[config.mk]
export PLATFORM = sky130hd
export DESIGN_NAME = instr_fetch_unit
export DESIGN_NICKNAME = d
export VERILOG_FILES = /design/src/rtl/instr_fetch_unit.sv
export SDC_FILE = /design/constraint.sdc
export NUM_CORES = 1
export LEC_CHECK = 0
export CORE_MARGIN = 3
export CORE_UTILIZATION = 35
export CTS_CLUSTER_SIZE = 30
export DETAILED_ROUTE_END_ITERATION = 8
export GPL_TIMING_DRIVEN = 0
export MAX_ROUTING_LAYER = met4
export PLACE_DENSITY_LB_ADDON = 0.15
export SKIP_LAST_GASP = 1
export SYNTH_ARGS = -nofsm -noshare
export SYNTH_HDL_FRONTEND = slang
export SYNTH_SLANG_ARGS = --single-unit
[constraint.sdc]
create_clock -name clk -period 15.9 [get_ports clk]
set_input_delay 2.385 -clock clk [delete_from_list [all_inputs] [get_ports clk]]
set_output_delay 2.385 -clock clk [all_outputs]
set_load 0.01 [all_outputs]
[src/rtl/instr_fetch_unit.sv]
`default_nettype none
// +-----------------------------------------------------------------------------+
// | instr_fetch_unit                                                            |
// | Byte-organised instruction memory with load/run/halt fetch sequencing.      |
// | Rev 1.0                                                                     |
// +-----------------------------------------------------------------------------+
module instr_fetch_unit #(
  parameter int              MEM_BYTES = 64,
  parameter int              PC_W      = 32,
  parameter logic [PC_W-1:0] RESET_PC  = '0
) (
  input  logic            clk,
  input  logic            reset,
  input  logic            start,
  input  logic            ld_we,
  input  logic [PC_W-1:0] ld_addr,
  input  logic [31:0]     ld_data,
  input  logic            redir_valid,
  input  logic [PC_W-1:0] redir_pc,
  input  logic            out_ready,
  output logic            out_valid,
  output logic [31:0]     out_instr,
  output logic [PC_W-1:0] out_pc,
  output logic            running,
  output logic            fault,
  output logic [1:0]      fault_code
);

  localparam int AW = (MEM_BYTES > 1) ? $clog2(MEM_BYTES) : 1;
  localparam int XW = PC_W + 1;

  localparam logic [1:0] FAULT_NONE     = 2'd0;
  localparam logic [1:0] FAULT_MISALIGN = 2'd1;
  localparam logic [1:0] FAULT_RANGE    = 2'd2;

  typedef enum logic [1:0] {
    ST_IDLE = 2'd0,
    ST_RUN  = 2'd1,
    ST_HALT = 2'd2
  } state_t;

  state_t          state_q, state_d;
  logic [PC_W-1:0] pc_q, pc_d;
  logic            out_valid_q, out_valid_d;
  logic [31:0]     out_instr_q, out_instr_d;
  logic [PC_W-1:0] out_pc_q, out_pc_d;
  logic            fault_q, fault_d;
  logic [1:0]      fault_code_q, fault_code_d;

  logic [7:0]      mem_q [MEM_BYTES];

  logic [PC_W-1:0] ld_word_addr;
  logic            ld_in_range;
  logic            mem_we;
  logic [AW-1:0]   wr_idx;
  logic [AW-1:0]   rd_idx;
  logic [31:0]     rd_word;
  logic            fetch_in_range;
  logic            xfer;
  logic            can_fetch;

  // Range checks are done one bit wider than the PC so pc+4 cannot wrap.
  always_comb begin
    ld_word_addr   = ld_addr & ~PC_W'(3);
    ld_in_range    = ({1'b0, ld_word_addr} + XW'(4)) <= XW'(MEM_BYTES);
    mem_we         = reset && (state_q == ST_IDLE) && ld_we && ld_in_range;
    wr_idx         = ld_word_addr[AW-1:0];
    rd_idx         = pc_q[AW-1:0];
    fetch_in_range = ({1'b0, pc_q} + XW'(4)) <= XW'(MEM_BYTES);
    rd_word        = '0;
    for (int k = 0; k < 4; k++) begin
      rd_word[8*k +: 8] = mem_q[rd_idx + AW'(k)];
    end
  end

  always_ff @(posedge clk) begin
    if (mem_we) begin
      for (int k = 0; k < 4; k++) begin
        mem_q[wr_idx + AW'(k)] <= ld_data[8*k +: 8];
      end
    end
  end

  always_comb begin
    state_d      = state_q;
    pc_d         = pc_q;
    out_valid_d  = out_valid_q;
    out_instr_d  = out_instr_q;
    out_pc_d     = out_pc_q;
    fault_d      = fault_q;
    fault_code_d = fault_code_q;
    xfer         = out_valid_q && out_ready;
    can_fetch    = !out_valid_q || out_ready;

    case (state_q)
      ST_IDLE: begin
        if (start) begin
          state_d = ST_RUN;
          pc_d    = RESET_PC;
        end
      end

      ST_RUN: begin
        // Redirect wins over fetch; a word handed over this cycle is still delivered.
        if (redir_valid) begin
          out_valid_d = 1'b0;
          if (redir_pc[1:0] != 2'b00) begin
            fault_d      = 1'b1;
            fault_code_d = FAULT_MISALIGN;
            state_d      = ST_HALT;
          end else begin
            pc_d = redir_pc;
          end
        end else if (can_fetch) begin
          if (!fetch_in_range) begin
            out_valid_d  = 1'b0;
            fault_d      = 1'b1;
            fault_code_d = FAULT_RANGE;
            state_d      = ST_HALT;
          end else begin
            out_instr_d = rd_word;
            out_pc_d    = pc_q;
            out_valid_d = 1'b1;
            pc_d        = pc_q + PC_W'(4);
          end
        end
      end

      ST_HALT: begin
        if (xfer) begin
          out_valid_d = 1'b0;
        end
      end

      default: begin
        state_d = ST_IDLE;
      end
    endcase
  end

  always_ff @(posedge clk) begin
    if (!reset) begin
      state_q      <= ST_IDLE;
      pc_q         <= RESET_PC;
      out_valid_q  <= 1'b0;
      out_instr_q  <= '0;
      out_pc_q     <= '0;
      fault_q      <= 1'b0;
      fault_code_q <= FAULT_NONE;
    end else begin
      state_q      <= state_d;
      pc_q         <= pc_d;
      out_valid_q  <= out_valid_d;
      out_instr_q  <= out_instr_d;
      out_pc_q     <= out_pc_d;
      fault_q      <= fault_d;
      fault_code_q <= fault_code_d;
    end
  end

  assign out_valid  = out_valid_q;
  assign out_instr  = out_instr_q;
  assign out_pc     = out_pc_q;
  assign running    = (state_q == ST_RUN);
  assign fault      = fault_q;
  assign fault_code = fault_code_q;

endmodule
`default_nettype wire

==> results_dict.tcl <==
set metrics [dict create \
    outcome "finished with violations" \
    violations "capacitance limit, slew limit" \
    die_x_um 331 \
    numPortBuffers 168 \
    grt_max_degree 21 \
    cp-start-kind "register" \
    yosysSeqAreaShare_pct 47.0 \
    ys_async_sr_fraction_pct 0 \
    hpwlAfterDp_um 116000 \
    power-per-cell-area_nw_per_um2 89.7 \
    vias_per_cell 7.11 \
    end_kind "register" \
    via_count 27500 \
    maxSlewViolCount 136 \
    cts_resized 0 \
    met1_usage_pct 37.6 \
    clk_latency_ns 0.68 \
    setup_viol 0 \
    critPathArrivalTime_ns 8.56 \
    synth_area_leader_cell "edfxtp_1" \
    drtAntennaViolNets 0 \
    crit_path_cell_trace "clkbuf_1, buf_2, buf_2, inv_1, clkbuf_2, ha_1, a21oi_1, nor2_1, xnor2_1, clkbuf_2, clkbuf_1, a211oi_1, a21oi_1, mux2i_1, nor2_1" \
    syn_to_final_growth_pct 18.2 \
    cp_max_fo 12 \
    synthTopCellsByArea "edfxtp_1, mux4_2, dfxtp_1, mux2i_1, nand2_1" \
    rsz0062_at_grt "false" \
    dp_slack_ns 8.19 \
    numCtsBuffers 75 \
    clock-root-buffer "clkbuf_16" \
    overflow 0 \
    max_freq_ghz 0.126 \
    drc 0 \
    cts_setup_buffers 0 \
    synth_ff_type "edfxtp_1" \
    synth_cells 2109 \
    peakVddDrop_mv 0.0708 \
    power_frac_comb_pct 10.3 \
    dieArea_um2 110000 \
    crit_type "reg -> reg" \
    layout.nets 2524 \
    cp_top_family "buffers and inverters" \
    grt_usage_pct 32.5 \
    p_leak_nw 13.4 \
    core_um2 104000 \
    drive_gt1_share_pct 41.4 \
    wl_per_cell_um 45.8 \
    finalHoldViolCount 0 \
    yosysWarnings 0 \
    period_needed_ns 7.96 \
    cts.sinks 614 \
    power_frac_seq_pct 44.8 \
    top_usage_layer "met2" \
    cp.required_ns 16.49 \
    fin_ws_ns 7.94 \
    grt_pass1_vias 26200 \
    drtPass1Iterations 7 \
    first_iter_violations 4600 \
    final_util_pct 42.0 \
    synth_cell_type_count 68 \
    use_met2_pct 46.0 \
    io_pins 171 \
    post-route-period-util_pct 50.1 \
    drv_cap 14 \
    grt_pass1_wl_um 234000 \
    cts-htree-levels 3 \
    slowest_delay_ns 1.24 \
    p_sw_mw 0.996 \
    wl_um 177000 \
    rows 118 \
    postSynthAreaPerCell_um2 17.6 \
    tightest_slew_ns 1.67 \
    syn_nets 2217 \
    critPathSlowestCell "xnor2_1" \
    synth_edf_count 512 \
    clk_path_buf_depth 3 \
    dieHeight_um 331 \
    synth_top_area_share_pct 41.5 \
    cts_hold_buf 0 \
    internal_power_mw 2.93 \
    setup-tns-final_ns 0 \
    initial_core_util_pct 35.6 \
    synthesis.area_um2 37100 \
    critical_path_buf_inv_count 7 \
    clk_pin_slew_ns 0.07 \
    use_met3_pct 16.1 \
    clockPowerShare_pct 44.9 \
    cts_tree "yes" \
    maxSlewHeadroom_pct -11.9 \
    p_sw_share_pct 25.4 \
    ys_ff_latch 614 \
    hold_path.class "reg -> reg" \
    place_congestion 0.979 \
    fill_cells 9260 \
    antenna_found_initial 7 \
    finClkSkew_ns 0.0340 \
]
-- per-layer routing --
| layer | vias to the layer above | wire length (um) |
|---|---|---|
| li1 | 9797 | - |
| met1 | 14400 | 60400 |
| met2 | 2648 | 76400 |
| met3 | 650 | 28200 |
| met4 | 0 | 12200 |
| met5 | - | 0 |
-- through the flow --
stage / area [um^2] / total power, mW / cells / hold slack, ns
2_1_floorplan: 37100 / 1.99 / 2109 / 0.484
3_3_place_gp: 40500 / 2.18 / 3657 / 0.460
3_5_place_dp: 41300 / 2.18 / 3718 / 0.465
4_1_cts: 43800 / 3.92 / 3855 / 0.482
5_1_grt: 43800 / 4.01 / 3863 / 0.492
6_report: 43800 / 3.93 / 3865 / 0.479
-- worst register-to-register path, delay by kind of cell, from the launching register on --
| family | cells | cell delay [ns] |
|---|---|---|
| adders and majority gates | 1 | 0.48 |
| and+or+nand+nor | 2 | 0.22 |
| buffers and inverters | 7 | 3.97 |
| DFF | 1 | 0.37 |
| muxes | 1 | 0.18 |
| AOI/OAI and AO/OA | 3 | 1.43 |
| xor gates and xnor gates | 1 | 1.24 |
-- registers in the layout, indices dropped and copies added, names as in the netlist --
register    flops
out_instr      32
fault_code      2
out_pc         32
fault           1
state_q         2
pc_q           32
mem_q         512
out_valid       1
-- power groups by stage --
stage	logic [mW]	clock network [mW]	registers (mW)
after floorplan	0.194	0	1.80
after global placement	0.385	0	1.79
after detailed placement	0.388	0	1.80
after CTS	0.389	1.77	1.76
after global routing	0.411	1.84	1.76
final	0.404	1.76	1.76
-- path summary, 6_finish.rpt --
path | from | depth (start not counted) | slack [ns] | to
worst max register to register | pc_q[1] | 15 | 7.94 | out_instr[29]
worst min-delay path | out_pc[13] | 1 | 0.48 | out_pc[13]
worst min register to register | out_pc[13] | 1 | 0.48 | out_pc[13]
worst max-delay path | pc_q[1] | 15 | 7.94 | out_instr[29]
-- placed cells by master, fill, tap and decap left out, drive strengths merged, types with 25 or more instances in the layout --
cell / Yosys / routed
a21oi: 25 / 25
and3: 32 / 32
buf: 114 / 176
clkbuf: 92 / 192
clkdlybuf4s50: 0 / 168
dfxtp: 102 / 102
edfxtp: 512 / 512
mux2i: 101 / 101
mux4: 636 / 636
nand2: 112 / 112
nor2: 67 / 67
o21ai: 28 / 28
xnor2: 28 / 28
-- final cells by class --
class | instances | area (um^2) | share of cell area (%)
multi-input combinational | 1279 | 18800 | 42.9
sequential | 614 | 17400 | 39.8
timing repair buffer | 230 | 2320 | 5.29
clock buffer | 100 | 2100 | 4.80
tap | 1380 | 1730 | 3.94
buffer | 206 | 1030 | 2.36
clock inverter | 37 | 368 | 0.840
inverter | 10 | 37.5 | 0.0857
antenna | 9 | 22.5 | 0.0514
-- kinds of logic (layout without fill, tap and decap cells) --
| family | after synthesis | after routing | share of synthesized area, % |
|---|---|---|---|
| AOI/OAI and AO/OA | 128 | 128 | 2.38 |
| xor gates and xnor gates | 45 | 45 | 1.06 |
| adders and majority gates | 6 | 6 | 0.203 |
| buffers and inverters | 216 | 583 | 2.65 |
| DFF | 614 | 614 | 47.0 |
| muxes | 748 | 748 | 41.7 |
| other | 0 | 9 | 0 |
| and+or+nand+nor | 352 | 352 | 4.99 |
-- cells in the mapped netlist (all sizes together), types with 2 or more instances --
library cell  count
and4              3
clkbuf           92
and3             32
a211oi           24
a311oi            2
dfxtp           102
o21ai            28
a31oi             8
a21oi            25
ha                6
nor4b             2
o211ai           17
a211o             2
inv               9
or3               7
nor2b            20
nand2b           13
o31ai             3
nand4            23
mux2i           101
or2               2
nor3             23
o2111ai           2
nor4             18
o21a              4
xor2             17
buf             114
nor2             67
or4               2
nand3            22
a31o              2
and2              5
mux2             11
xnor2            28
nand2           112
edfxtp          512
a2111oi           2
o41ai             2
mux4            636
(Power assumes the default switching activity.)
